===== src/rtl/lemming_tracker_if.sv =====
// Status/result bundle between the lemming behaviour FSM (master) and its tracker (slave).
interface lemming_tracker_if #(
    parameter int POS_W = 8,
    parameter int CNT_W = 16
);
  logic             walk_left;
  logic             walk_right;
  logic             aaah;
  logic             digging;
  logic [POS_W-1:0] pos;
  logic [CNT_W-1:0] depth;
  logic [7:0]       fall_len;
  logic [7:0]       max_fall;
  logic [CNT_W-1:0] turns;
  logic             fall_done;
  logic             dead;
  logic             proto_err;
  logic             cons_err;

  modport master (
    output walk_left, walk_right, aaah, digging,
    input  pos, depth, fall_len, max_fall, turns, fall_done, dead, proto_err, cons_err
  );

  modport slave (
    input  walk_left, walk_right, aaah, digging,
    output pos, depth, fall_len, max_fall, turns, fall_done, dead, proto_err, cons_err
  );
endinterface


===== src/rtl/lemming_tracker.sv =====
// Monitors the lemming FSM status outputs: position, depth, fall stats, turns, death and splat-rule checks.
// All outputs registered (1-cycle latency); no backpressure, one status sample consumed per clock.
module lemming_tracker #(
    parameter int POS_W     = 8,
    parameter int POS_INIT  = 128,
    parameter int CNT_W     = 16,
    parameter int SPLAT_LEN = 21
) (
    input  logic                    clk,
    input  logic                    areset,
    lemming_tracker_if.slave        trk
);
  typedef enum logic [0:0] {ST_ALIVE, ST_DEAD} state_t;

  localparam logic [7:0] SPLAT_L = 8'(SPLAT_LEN);

  state_t           state_q, state_d;
  logic [POS_W-1:0] pos_q, pos_d;
  logic [CNT_W-1:0] depth_q, depth_d;
  logic [CNT_W-1:0] turns_q, turns_d;
  logic [7:0]       fall_len_q, fall_len_d;
  logic [7:0]       max_fall_q, max_fall_d;
  logic             last_left_q, last_left_d;
  logic             prev_aaah_q, prev_aaah_d;
  logic             fall_done_q, fall_done_d;
  logic             proto_err_q, proto_err_d;
  logic             cons_err_q, cons_err_d;

  logic [2:0] n_hi;
  logic       is_ill, is_none, is_wl, is_wr, is_fall, is_dig, fall_end;

  always_comb begin
    n_hi    = 3'(trk.walk_left) + 3'(trk.walk_right) + 3'(trk.aaah) + 3'(trk.digging);
    is_ill  = (n_hi > 3'd1);
    is_none = (n_hi == 3'd0);
    is_wl   = trk.walk_left  && !is_ill;
    is_wr   = trk.walk_right && !is_ill;
    is_fall = trk.aaah       && !is_ill;
    is_dig  = trk.digging    && !is_ill;
    // An ILLEGAL sample never terminates a fall; prev_aaah is held across it.
    fall_end = prev_aaah_q && !is_fall && !is_ill;
  end

  always_comb begin
    state_d     = state_q;
    pos_d       = pos_q;
    depth_d     = depth_q;
    turns_d     = turns_q;
    fall_len_d  = fall_len_q;
    max_fall_d  = max_fall_q;
    last_left_d = last_left_q;
    prev_aaah_d = prev_aaah_q;
    fall_done_d = 1'b0;
    proto_err_d = proto_err_q | is_ill;
    cons_err_d  = cons_err_q;

    if (state_q == ST_ALIVE && !is_ill) begin
      if (is_wl) begin
        pos_d       = (pos_q == '0) ? pos_q : pos_q - 1'b1;
        last_left_d = 1'b1;
        if (!last_left_q && turns_q != '1) turns_d = turns_q + 1'b1;
      end
      if (is_wr) begin
        pos_d       = (pos_q == '1) ? pos_q : pos_q + 1'b1;
        last_left_d = 1'b0;
        if (last_left_q && turns_q != '1) turns_d = turns_q + 1'b1;
      end
      if ((is_fall || is_dig) && depth_q != '1) depth_d = depth_q + 1'b1;
      if (is_fall) begin
        if (!prev_aaah_q)             fall_len_d = 8'd1;
        else if (fall_len_q != 8'hFF) fall_len_d = fall_len_q + 8'd1;
      end
      prev_aaah_d = is_fall;

      if (fall_end) begin
        fall_done_d = 1'b1;
        if (fall_len_q > max_fall_q) max_fall_d = fall_len_q;
        if ((is_none && fall_len_q < SPLAT_L) || (!is_none && fall_len_q >= SPLAT_L))
          cons_err_d = 1'b1;
      end
      if (is_none) begin
        state_d = ST_DEAD;
        if (!prev_aaah_q) cons_err_d = 1'b1;
      end
    end
  end

  always_ff @(posedge clk or posedge areset) begin
    if (areset) begin
      state_q     <= ST_ALIVE;
      pos_q       <= POS_W'(POS_INIT);
      depth_q     <= '0;
      turns_q     <= '0;
      fall_len_q  <= '0;
      max_fall_q  <= '0;
      last_left_q <= 1'b1;
      prev_aaah_q <= 1'b0;
      fall_done_q <= 1'b0;
      proto_err_q <= 1'b0;
      cons_err_q  <= 1'b0;
    end else begin
      state_q     <= state_d;
      pos_q       <= pos_d;
      depth_q     <= depth_d;
      turns_q     <= turns_d;
      fall_len_q  <= fall_len_d;
      max_fall_q  <= max_fall_d;
      last_left_q <= last_left_d;
      prev_aaah_q <= prev_aaah_d;
      fall_done_q <= fall_done_d;
      proto_err_q <= proto_err_d;
      cons_err_q  <= cons_err_d;
    end
  end

  assign trk.pos       = pos_q;
  assign trk.depth     = depth_q;
  assign trk.turns     = turns_q;
  assign trk.fall_len  = fall_len_q;
  assign trk.max_fall  = max_fall_q;
  assign trk.fall_done = fall_done_q;
  assign trk.dead      = (state_q == ST_DEAD);
  assign trk.proto_err = proto_err_q;
  assign trk.cons_err  = cons_err_q;
endmodule


===== src/flat_wrapper.sv =====
// flat-port wrapper written by rule: the top's interface ports become plain ports
module lemming_tracker_flat 
#(
    parameter int POS_W     = 8,
    parameter int POS_INIT  = 128,
    parameter int CNT_W     = 16,
    parameter int SPLAT_LEN = 21
)
  (clk, areset, trk_walk_left, trk_walk_right, trk_aaah, trk_digging, trk_pos, trk_depth, trk_fall_len, trk_max_fall, trk_turns, trk_fall_done, trk_dead, trk_proto_err, trk_cons_err);
  lemming_tracker_if #(.POS_W(POS_W), .CNT_W(CNT_W)) trk_i ();
  input  logic clk;
  input  logic areset;
  input wire logic [$bits(trk_i.walk_left)-1:0] trk_walk_left;
  input wire logic [$bits(trk_i.walk_right)-1:0] trk_walk_right;
  input wire logic [$bits(trk_i.aaah)-1:0] trk_aaah;
  input wire logic [$bits(trk_i.digging)-1:0] trk_digging;
  output wire logic [$bits(trk_i.pos)-1:0] trk_pos;
  output wire logic [$bits(trk_i.depth)-1:0] trk_depth;
  output wire logic [$bits(trk_i.fall_len)-1:0] trk_fall_len;
  output wire logic [$bits(trk_i.max_fall)-1:0] trk_max_fall;
  output wire logic [$bits(trk_i.turns)-1:0] trk_turns;
  output wire logic [$bits(trk_i.fall_done)-1:0] trk_fall_done;
  output wire logic [$bits(trk_i.dead)-1:0] trk_dead;
  output wire logic [$bits(trk_i.proto_err)-1:0] trk_proto_err;
  output wire logic [$bits(trk_i.cons_err)-1:0] trk_cons_err;
  assign trk_i.walk_left = trk_walk_left;
  assign trk_i.walk_right = trk_walk_right;
  assign trk_i.aaah = trk_aaah;
  assign trk_i.digging = trk_digging;
  assign trk_pos = trk_i.pos;
  assign trk_depth = trk_i.depth;
  assign trk_fall_len = trk_i.fall_len;
  assign trk_max_fall = trk_i.max_fall;
  assign trk_turns = trk_i.turns;
  assign trk_fall_done = trk_i.fall_done;
  assign trk_dead = trk_i.dead;
  assign trk_proto_err = trk_i.proto_err;
  assign trk_cons_err = trk_i.cons_err;
  lemming_tracker #(.POS_W(POS_W), .POS_INIT(POS_INIT), .CNT_W(CNT_W), .SPLAT_LEN(SPLAT_LEN)) u_core (.clk(clk), .areset(areset), .trk(trk_i));
endmodule

===== config.mk =====
export PLATFORM = sky130hd
export DESIGN_NAME = lemming_tracker_flat
export DESIGN_NICKNAME = d
export VERILOG_FILES = /design/src/rtl/lemming_tracker_if.sv /design/src/rtl/lemming_tracker.sv /design/src/flat_wrapper.sv
export SDC_FILE = /design/constraint.sdc
export NUM_CORES = 1
export LEC_CHECK = 0
export BUFFER_PORTS_ARGS = -buffer_cell sky130_fd_sc_hd__buf_2
export CAP_MARGIN = 20
export CORE_MARGIN = 2
export CORE_UTILIZATION = 55
export DETAILED_ROUTE_END_ITERATION = 8
export GPL_TIMING_DRIVEN = 0
export PLACE_DENSITY = 0.79
export SYNTH_ARGS = -nofsm -noshare
export SYNTH_HDL_FRONTEND = slang
export SYNTH_SLANG_ARGS = --single-unit

===== constraint.sdc =====
create_clock -name clk -period 3.45 [get_ports clk]
set_input_delay 0.5175 -clock clk [delete_from_list [all_inputs] [get_ports clk]]
set_output_delay 0.5175 -clock clk [all_outputs]
set_load 0.02 [all_outputs]

==> results.cfg, run 1 <==
[clock_network]
clock_latency_ps = 340
cts_buffers = 9
clk_pin_slew_ps = 80
ctsHoldBuffers = 0
cts_tree = built
cts.sinks = 62
h-tree-depth = 3
post_cts_buffers = 0
clock_tree.root_cell = clkbuf_8
cts.repair.resized = 0
clk_path_buf_depth = 2

[drt]
drc = 0
drtIter0Drc = 89
wl_per_cell_um = 14.04
dr.pass1.iters = 4
drt-total-wl_um = 6922
via_count = 2716
antenna_left = 0
vias_per_cell = 5.509

[power]
pwr-share-clk_pct = 27.2
swShare_pct = 37.18
internal-power_w = 0.001671
peakVddDrop_uv = 509.2
powerDensity_nw_per_um2 = 657.3
p_comb_share_pct = 33.1
power_w = 0.002660
p_seq_share_pct = 39.7
switchingPower_w = 0.0009890
p_leak_nw = 2.041

[logic_synthesis]
synth_fp_nets = 364
synth-seq-area-share_pct = 45.93
synth-seq-cells = 62
synth-edff-count = 0
synth_cells = 336
synth-async-reset-ratio_pct = 100.0
yosys_warnings = 0
synthFlopType = dfrtp_1
avgSynthCellArea_um2 = 10.07
ys_types = 52
syn_area_um2 = 3383

[worst_setup_path]
path_class = in2reg
r2r_cells = 7
regToRegSetupSlack_ps = 930
critical_path.max_fanout = 8
cp.arrival_ps = 3470
startpoint_type = primary input
end_kind = flip-flop
critPathRequiredTime_ps = 3700

[placed_design]
gp_congestion = 0.8455
hpwl_um = 5081
portBuffers = 65

[min_path]
hold_path.class = in2async

[finish]
num-nets-final = 441
utilization_pct = 68.34
area_growth_pct = 19.60
diodes = 0
drive_gt1_share_pct = 26.32

[global_route]
grt_pass1_vias = 2590
overflow = 0
grt_max_degree = 38
grt_pass1_wl_um = 11280
grt_antenna_before_repair = 0
grtUsageTotal_pct = 21.81

[floorplan]
initial_utilization_pct = 57.14
fp.dieW_um = 82.43
core_um2 = 5921
rows = 28
die_area_um2 = 6795
die_h_um = 82.43
io_pins = 66

[sta]
maxSlewHeadroom_pct = 48.31
max_freq_mhz = 310.8
rsz0062_at_grt = false
min_period_ps = 3217
finalHoldViolations = 0
period_share_pct = 93.26
finalSetupViolations = 0
worst_slew_pin_slew_ps = 770.7
finClkSkew_ps = 10.11
drv_slew = 0

[job]
maxCapViolations = 0

[status]
status = finished, final reports clean
-- worst max-delay path: stages --
cell and delay [ps]:
buf_2 130, ha_1 280, inv_1 50, fa_1 380
ha_1 290, and2_1 180, buf_2 160, xnor2_1 130
ha_1 200, or2_2 290, a21oi_1 150, o21bai_1 130
or3_1 370, a41oi_1 200
-- final cells by class --
class / count / area (um^2)
multi-input cells: 250 / 1729
flip-flops and latches: 62 / 1554
fillers: 493 / 1874
inverters: 20 / 75.07
clock inverters: 5 / 82.58
repair buffers: 66 / 345.3
plain buffers: 4 / 25.02
clock buffers: 11 / 141.4
well taps: 75 / 93.84
-- cells in the final DEF, fill, tap and decap left out, drive strengths merged, types with 2 or more instances in the layout --
| master | count |
|---|---|
| and3 | 9 |
| o21ai | 15 |
| nor4b | 2 |
| nand2b | 3 |
| a31o | 2 |
| xor2 | 19 |
| ha | 21 |
| a31oi | 2 |
| nor2b | 4 |
| nor4 | 2 |
| clkinv | 3 |
| nor3 | 13 |
| nand2 | 33 |
| or2 | 2 |
| o21a | 2 |
| xnor2 | 19 |
| a21oi | 11 |
| mux2i | 2 |
| nand4 | 5 |
| o31ai | 2 |
| nand3 | 23 |
| nor2 | 27 |
| bufinv | 2 |
| mux2 | 14 |
| or4 | 2 |
| buf | 69 |
| clkbuf | 12 |
| inv | 20 |
| or3 | 3 |
| dfrtp | 60 |
| dfstp | 2 |
-- metal layers --
layer | GRT usage (%) | up-vias | wire length (um)
met5 | 0 | - | 0
met4 | 8.500 | 0 | 70
met3 | 6.304 | 7 | 368
met2 | 35.81 | 68 | 3378
met1 | 27.10 | 1317 | 3104
li1 | - | 1324 | -
-- flip-flops by register name (all words and copies together), names as in the netlist --
signal / flops
u_core.trk.dead: 1
u_core.last_left_q: 1
u_core.trk.depth: 16
u_core.trk.pos: 8
u_core.trk.max_fall: 8
u_core.trk.proto_err: 1
u_core.trk.fall_done: 1
u_core.trk.turns: 16
u_core.prev_aaah_q: 1
u_core.trk.fall_len: 8
u_core.trk.cons_err: 1
-- cells by family after synthesis --
family          Yosys count  share of synthesized area, %
compound gates           41                         7.397
fa+ha+maj                22                         8.358
simple gates            133                         20.16
flops                    62                         45.93
buf+inv                  24                         2.958
xor+xnor                 38                         9.837
mux                      16                         5.362
-- metrics by stage --
stage                     TNS (ps)  cells  hold WS (ps)  setup slack (ps)  cell area (um^2)
after floorplan                  0    336         500.2             288.5              3383
after global placement      -20.21    476         449.8            -20.21              3802
after detailed placement    -123.8    477         457.0            -104.7              3822
after CTS                        0    493         230.1             249.7              4046
after global routing             0    493         252.0             59.07              4046
final                            0    493         212.4             232.6              4046
-- power by group through the flow --
| stage | logic (W) | clock network [W] | registers (W) |
|---|---|---|---|
| after floorplan | 0.000480 | 0 | 0.00119 |
| after global placement | 0.000848 | 0 | 0.00106 |
| after detailed placement | 0.000880 | 0 | 0.00107 |
| after CTS | 0.000884 | 0.000737 | 0.00106 |
| after global routing | 0.000978 | 0.000770 | 0.00109 |
| final | 0.000879 | 0.000724 | 0.00106 |
-- synth_stat cells, types with 3 or more instances --
library cell | n | share of area, %
o21ai_0 | 14 | 2.1
dfrtp_1 | 60 | 44
or3_1 | 3 | 0.55
xnor2_1 | 19 | 4.9
nand3_1 | 22 | 3.3
inv_1 | 20 | 2.2
nand2_1 | 33 | 3.7
xor2_1 | 19 | 4.9
mux2_2 | 13 | 4.3
and3_1 | 8 | 1.5
nor2_1 | 27 | 3.0
nand4_1 | 5 | 0.92
nor3_1 | 12 | 1.8
ha_1 | 21 | 7.8
nor2b_1 | 4 | 0.74
a21oi_1 | 11 | 1.6
-- worst paths after layout --
check | start | end
max in group asynchronous | areset | u_core.last_left_q
worst max register to register | u_core.trk.fall_len[2] | u_core.trk.max_fall[3]
worst min-delay path | areset | u_core.trk.depth[3]
min in group clk | trk_walk_right | u_core.last_left_q
worst max-delay path | trk_walk_right | u_core.trk.pos[6]
worst min register to register | u_core.trk.cons_err | u_core.trk.cons_err
No activity file was read; power rests on OpenSTA's default activity.
==> inputs of run 2 (changes only) <==
- CORE_MARGIN: 2 -> unset
==> run 2 against run 1 <==
Count of clock-buffer cells in the layout up 1. Via count grew 0.15%. Clock power fell by 20%. Register-to-register slack got worse by 70 ps. Hold slack worse by 16 ps. Cell area fell by 1.2%. Critical endpoint unchanged. Combinational power barely moved. Final cell count down 0.20%. Non-clock buffer count is the same. Utilization fell by 0.82 points. Power decreased by 5.4%.
==> results.cfg, run 2 (synthesized netlist as in run 1, its figures left out) <==
[floorplan]
rows = 28
initial_utilization_pct = 57.14
die_area_um2 = 6469
die_h_um = 80.43
io_pins = 66
fp.dieW_um = 80.43
core_um2 = 5921

[clock_network]
post_cts_buffers = 0
cts_tree = built
clock_tree.root_cell = clkbuf_8
h-tree-depth = 3
clk_path_buf_depth = 2
cts.sinks = 62
clk_pin_slew_ps = 70
clock_latency_ps = 340
ctsHoldBuffers = 0
cts.repair.resized = 0
cts_buffers = 9

[worst_setup_path]
path_common_cell = ha_1
max_stage_delay_ps = 380
critPathRequiredTime_ps = 3700
rr_endpoint = u_core.trk.max_fall[3]
r2r-start = u_core.trk.fall_len[2]
cp.buffers_inverters = 3
crit_chain = buf_2, ha_1, inv_1, fa_1, ha_1, and2_1, buf_2, xnor2_1, ha_1, or2_2, a21oi_1, o21bai_1, or3_1, a41oi_1
critical_path.max_fanout = 8
cpMaxStageDelayCell = fa_1
r2r_cells = 7
end_kind = flip-flop
regToRegSetupSlack_ps = 860
cp.arrival_ps = 3480
path_class = in2reg
startpoint_type = primary input
crit_family = adder cells

[drt]
drc = 0
wl_per_cell_um = 13.65
drtIter0Drc = 120
drt-total-wl_um = 6717
antenna_left = 0
dr.pass1.iters = 4
vias_per_cell = 5.528
via_count = 2720

[placed_design]
dp_slack_ps = -82.47
gp_congestion = 0.8559
hpwl_um = 4926
portBuffers = 65
dp_cells = 477

[global_route]
grtUsageTotal_pct = 23.34
overflow = 0
grt_max_degree = 41
grt_pass1_wl_um = 11630
grt_pass1_vias = 2545
grt_antenna_before_repair = 0

[finish]
num-nets-final = 441
stdcell_count = 492
diodes = 0
final_cell_mix = 67 x buf_2, 60 x dfrtp_1, 33 x nand2_1
area_growth_pct = 18.16
final_common_cell = buf_2
drive_gt1_share_pct = 26.14

[power]
powerDensity_nw_per_um2 = 629.6
power_w = 0.002517
p_leak_nw = 2.012
peakVddDrop_uv = 546.5

[sta]
min_period_ps = 3234
period_share_pct = 93.75
finalHoldViolations = 0
finClkSkew_ps = 8.519
whs_ps = 196.0
max_freq_mhz = 309.2
maxSlewHeadroom_pct = 46.43
totalNegativeSetupSlack_ps = 0
worst_slack_ps = 215.6
rsz0062_at_grt = false
worst_slew_pin_slew_ps = 798.8
drv_slew = 0
finalSetupViolations = 0

[job]
maxCapViolations = 0

[status]
status = finished, final reports clean

[min_path]
hold_path.class = in2async
[run 2: cell count changes in the layout (fill, tap and decap cells not counted), sizes merged]
cell,previous run,this run
bufinv,2,0
clkinv,3,1
clkinvlp,0,2
clkbuf,12,13
[run 2: area by class of cell]
cell class / instances / area [um^2]
buffer: 4 / 25.02
clock buffer: 12 / 155.1
clock inverter: 3 / 20.02
fill: 490 / 1923
inverter: 20 / 75.07
multi-input combinational: 250 / 1729
sequential: 62 / 1554
tap: 75 / 93.84
timing repair buffer: 66 / 345.3
[run 2: worst max-delay path by stage]
stage / from / endpoint / cells past startpoint
global placement: trk_walk_right / u_core.trk.pos[6] / 14
CTS: trk_walk_right / u_core.trk.pos[6] / 14
floorplan: trk_walk_right / u_core.trk.pos[6] / 13
global route: trk_walk_right / u_core.trk.pos[6] / 14
detailed placement: trk_walk_right / u_core.trk.pos[6] / 14
finish: trk_walk_right / u_core.trk.pos[6] / 14
[run 2: power breakdown]
part / leakage [nW] / switching (W) / total [W] / internal (W)
sequential: 0.805 / 0.000182 / 0.00106 / 0.000875
clock: 0.0845 / 0.000283 / 0.000578 / 0.000295
combinational: 1.12 / 0.000514 / 0.000882 / 0.000368
total: 2.01 / 0.000979 / 0.00252 / 0.00154
[run 2: metrics by stage]
stage | instance area, um^2 | utilization (%)
2_1_floorplan | 3383 | -
3_3_place_gp | 3802 | 64.22
3_5_place_dp | 3822 | 64.56
4_1_cts | 3998 | 67.52
5_1_grt | 3998 | 67.52
6_report | 3998 | 67.52
[run 2: metal layers]
metal / global-route usage (%) / up-vias / share of wire, %
met1: 30.62 / 1325 / 47
li1: - / 1324 / -
met4: 6.964 / 0 / 0.89
met5: 0 / - / 0
met2: 37.80 / 63 / 47
met3: 5.909 / 8 / 5.0
==> inputs of run 3 (changes only) <==
- ABC_AREA: unset -> 1
- CORE_UTILIZATION: 55 -> 40
- CTS_CLUSTER_DIAMETER: unset -> 120
- PLACE_DENSITY: 0.79 -> 0.59
==> run 3 against run 2 <==
Power shrank 41%. Combinational power shrank 90%. Synthesized area rose by 14%. Clock power rose by 17%. Utilization fell by 18 points. Flip-flop and latch count unchanged. First-iteration DRC count is 8.3% higher. Cell area rose by 14%. Count of clock-buffer cells in the layout unchanged. Largest cell class unchanged. Largest power group unchanged.
==> results.cfg, run 3 <==
[logic_synthesis]
synth_fp_nets = 531
yosys.area.top_type = dfrtp_1
synth-seq-cells = 62
avgSynthCellArea_um2 = 7.671
ys_types = 31
yosys-top-cells-count = 124 x nand2_1, 80 x inv_1, 60 x dfrtp_1
synth_top_area_share_pct = 38.91
synth-seq-area-share_pct = 40.27
synth-async-reset-ratio_pct = 100.0
yosys_warnings = 0
yosysMostFrequentCell = nand2_1
synthFlopType = dfrtp_1
synth_cells = 503
syn_area_um2 = 3859
synth-edff-count = 0
synth_area_leaders = dfrtp_1 39%, nand2_1 12%, inv_1 7.8%

[worst_setup_path]
startpoint_type = primary input
crit_chain = buf_2, ha_1, inv_1, fa_1, ha_1, nand2_2, inv_1, nand2_1, nand2_1, inv_1, ha_1, a21oi_1, inv_1, nand3_1, nand3_1, nand3_1, o21ai_0
path_class = in2reg
setup.worst_path.start = trk_walk_right
end_kind = flip-flop
path_common_cell = inv_1
max_stage_delay_ps = 290
regToRegSetupSlack_ps = 1480
r2r-start = u_core.trk.fall_len[0]
r2r_cells = 8
cp.arrival_ps = 2980
critPathRequiredTime_ps = 3660
cpMaxStageDelayCell = ha_1
critical_path.max_fanout = 10

[job]
maxCapViolations = 0

[drt]
wl_per_cell_um = 12.43
dr.pass1.iters = 4
antenna_left = 0
via_count = 3485
drc = 0
drtIter0Drc = 130
vias_per_cell = 4.888
drt-total-wl_um = 8862

[clock_network]
cts_buffers = 9
cts_tree = built
h-tree-depth = 3
cts.sinks = 62
ctsHoldBuffers = 0
post_cts_buffers = 0
clk_pin_slew_ps = 70
clock_tree.root_cell = clkbuf_8
clk_path_buf_depth = 2
clock_latency_ps = 330
cts.repair.resized = 0

[placed_design]
gp_congestion = 0.8512
dp_cells = 698
hpwl_um = 6661
dpl_cell_area_um2 = 4365
portBuffers = 65

[power]
p_seq_share_pct = 48.8
p_comb_share_pct = 5.9
swShare_pct = 23.55
powerDensity_nw_per_um2 = 326.8
switchingPower_w = 0.0003519
internal-power_w = 0.001143
power_w = 0.001495
peakVddDrop_uv = 149.6
p_leak_nw = 2.386
pwr-share-clk_pct = 45.3

[sta]
totalNegativeSetupSlack_ps = 0
maxSlewHeadroom_pct = 58.37
finalHoldViolations = 0
drv_slew = 0
finClkSkew_ps = 9.754
min_period_ps = 2768
worst_slew_pin_slew_ps = 623.5
rsz0062_at_grt = false
max_freq_mhz = 361.3
finalSetupViolations = 0
period_share_pct = 80.23

[finish]
num-nets-final = 608
nFillCells = 975
fin_area_um2 = 4573
final_common_cell = nand2_1
stdcell_count = 713
final_cell_mix = 124 x nand2_1, 79 x inv_1, 67 x buf_2
area_growth_pct = 18.52
diodes = 0
drive_gt1_share_pct = 18.49

[status]
status = finished, final reports clean

[floorplan]
die_area_um2 = 10040
io_pins = 66
fp.dieW_um = 100.2
rows = 35
die_h_um = 100.2
initial_utilization_pct = 41.56
core_um2 = 9284

[global_route]
grt_pass1_wl_um = 15410
grt_max_degree = 36
grt_pass1_vias = 3436
grtUsageTotal_pct = 19.14
grt_antenna_before_repair = 0
overflow = 0

[min_path]
hold_path.class = in2async
[run 3: changes by cell type in the layout (fill, tap and decap cells not counted), sizes merged, moves of 12 or more]
cell	previous run	this run
inv	20	81
mux2	14	0
nand2	33	128
nand3	23	35
nand4	5	18
o21ai	15	37
[run 3: power groups by stage]
stage,Combinational (W),Sequential [W],Clock [W]
6_report,0.0000888,0.000729,0.000677
2_1_floorplan,0.0000630,0.000743,0
4_1_cts,0.0000899,0.000729,0.000700
5_1_grt,0.000104,0.000728,0.000730
3_3_place_gp,0.0000829,0.000743,0
3_5_place_dp,0.0000894,0.000743,0
[run 3: per-layer routing]
metal	part of all wire [%]	wire [um]	vias to the layer above	global-route usage (%)
met2	46	4046	64	31.19
met5	0	0	-	0
met4	1.1	99	0	6.355
met1	50	4407	1635	25.82
li1	-	-	1776	-
met3	3.5	309	10	3.273
[run 3: layout make-up]
class | instances | area [um^2] | share of cell area, %
Sequential cell | 62 | 1554 | 33.98
Inverter | 82 | 309.0 | 6.758
Clock inverter | 3 | 42.54 | 0.9302
Buffer | 5 | 43.79 | 0.9576
Multi-Input combinational cell | 354 | 1952 | 42.68
Clock buffer | 12 | 165.2 | 3.611
Timing Repair Buffer | 66 | 345.3 | 7.551
Tap cell | 129 | 161.4 | 3.529
[run 3: path summary, 6_finish.rpt]
path / end
max: u_core.trk.pos[6]
max in group asynchronous: u_core.trk.pos[7]
max reg2reg: u_core.trk.fall_len[5]
min in group clk: u_core.trk.cons_err
min: u_core.trk.depth[3]
min reg2reg: u_core.trk.cons_err
[run 3: per-stage QoR]
step	utilization, %	setup WS, ps	hold WS (ps)
2_1_floorplan	-	832.6	479.6
3_3_place_gp	46.81	418.7	444.2
3_5_place_dp	47.02	340.4	447.2
4_1_cts	49.26	698.3	264.7
5_1_grt	49.26	369.6	309.7
6_report	49.26	682.0	255.7
[run 3: kinds of logic (layout without fill, tap and decap cells)]
logic type | after synthesis | in the layout | synth area share (%)
AOI/OAI and AO/OA | 62 | 62 | 9.339
xor gates and xnor gates | 27 | 27 | 6.128
adders and majority gates | 22 | 22 | 7.328
buffers and inverters | 87 | 168 | 9.144
DFF | 62 | 62 | 40.27
and+or+nand+nor | 243 | 243 | 27.79
[run 3: worst max-delay path, delay by kind of cell]
kind,cells,cell delay (ps)
compound gates,2,300
fa+ha+maj,4,920
buf+inv,5,610
simple gates,6,620
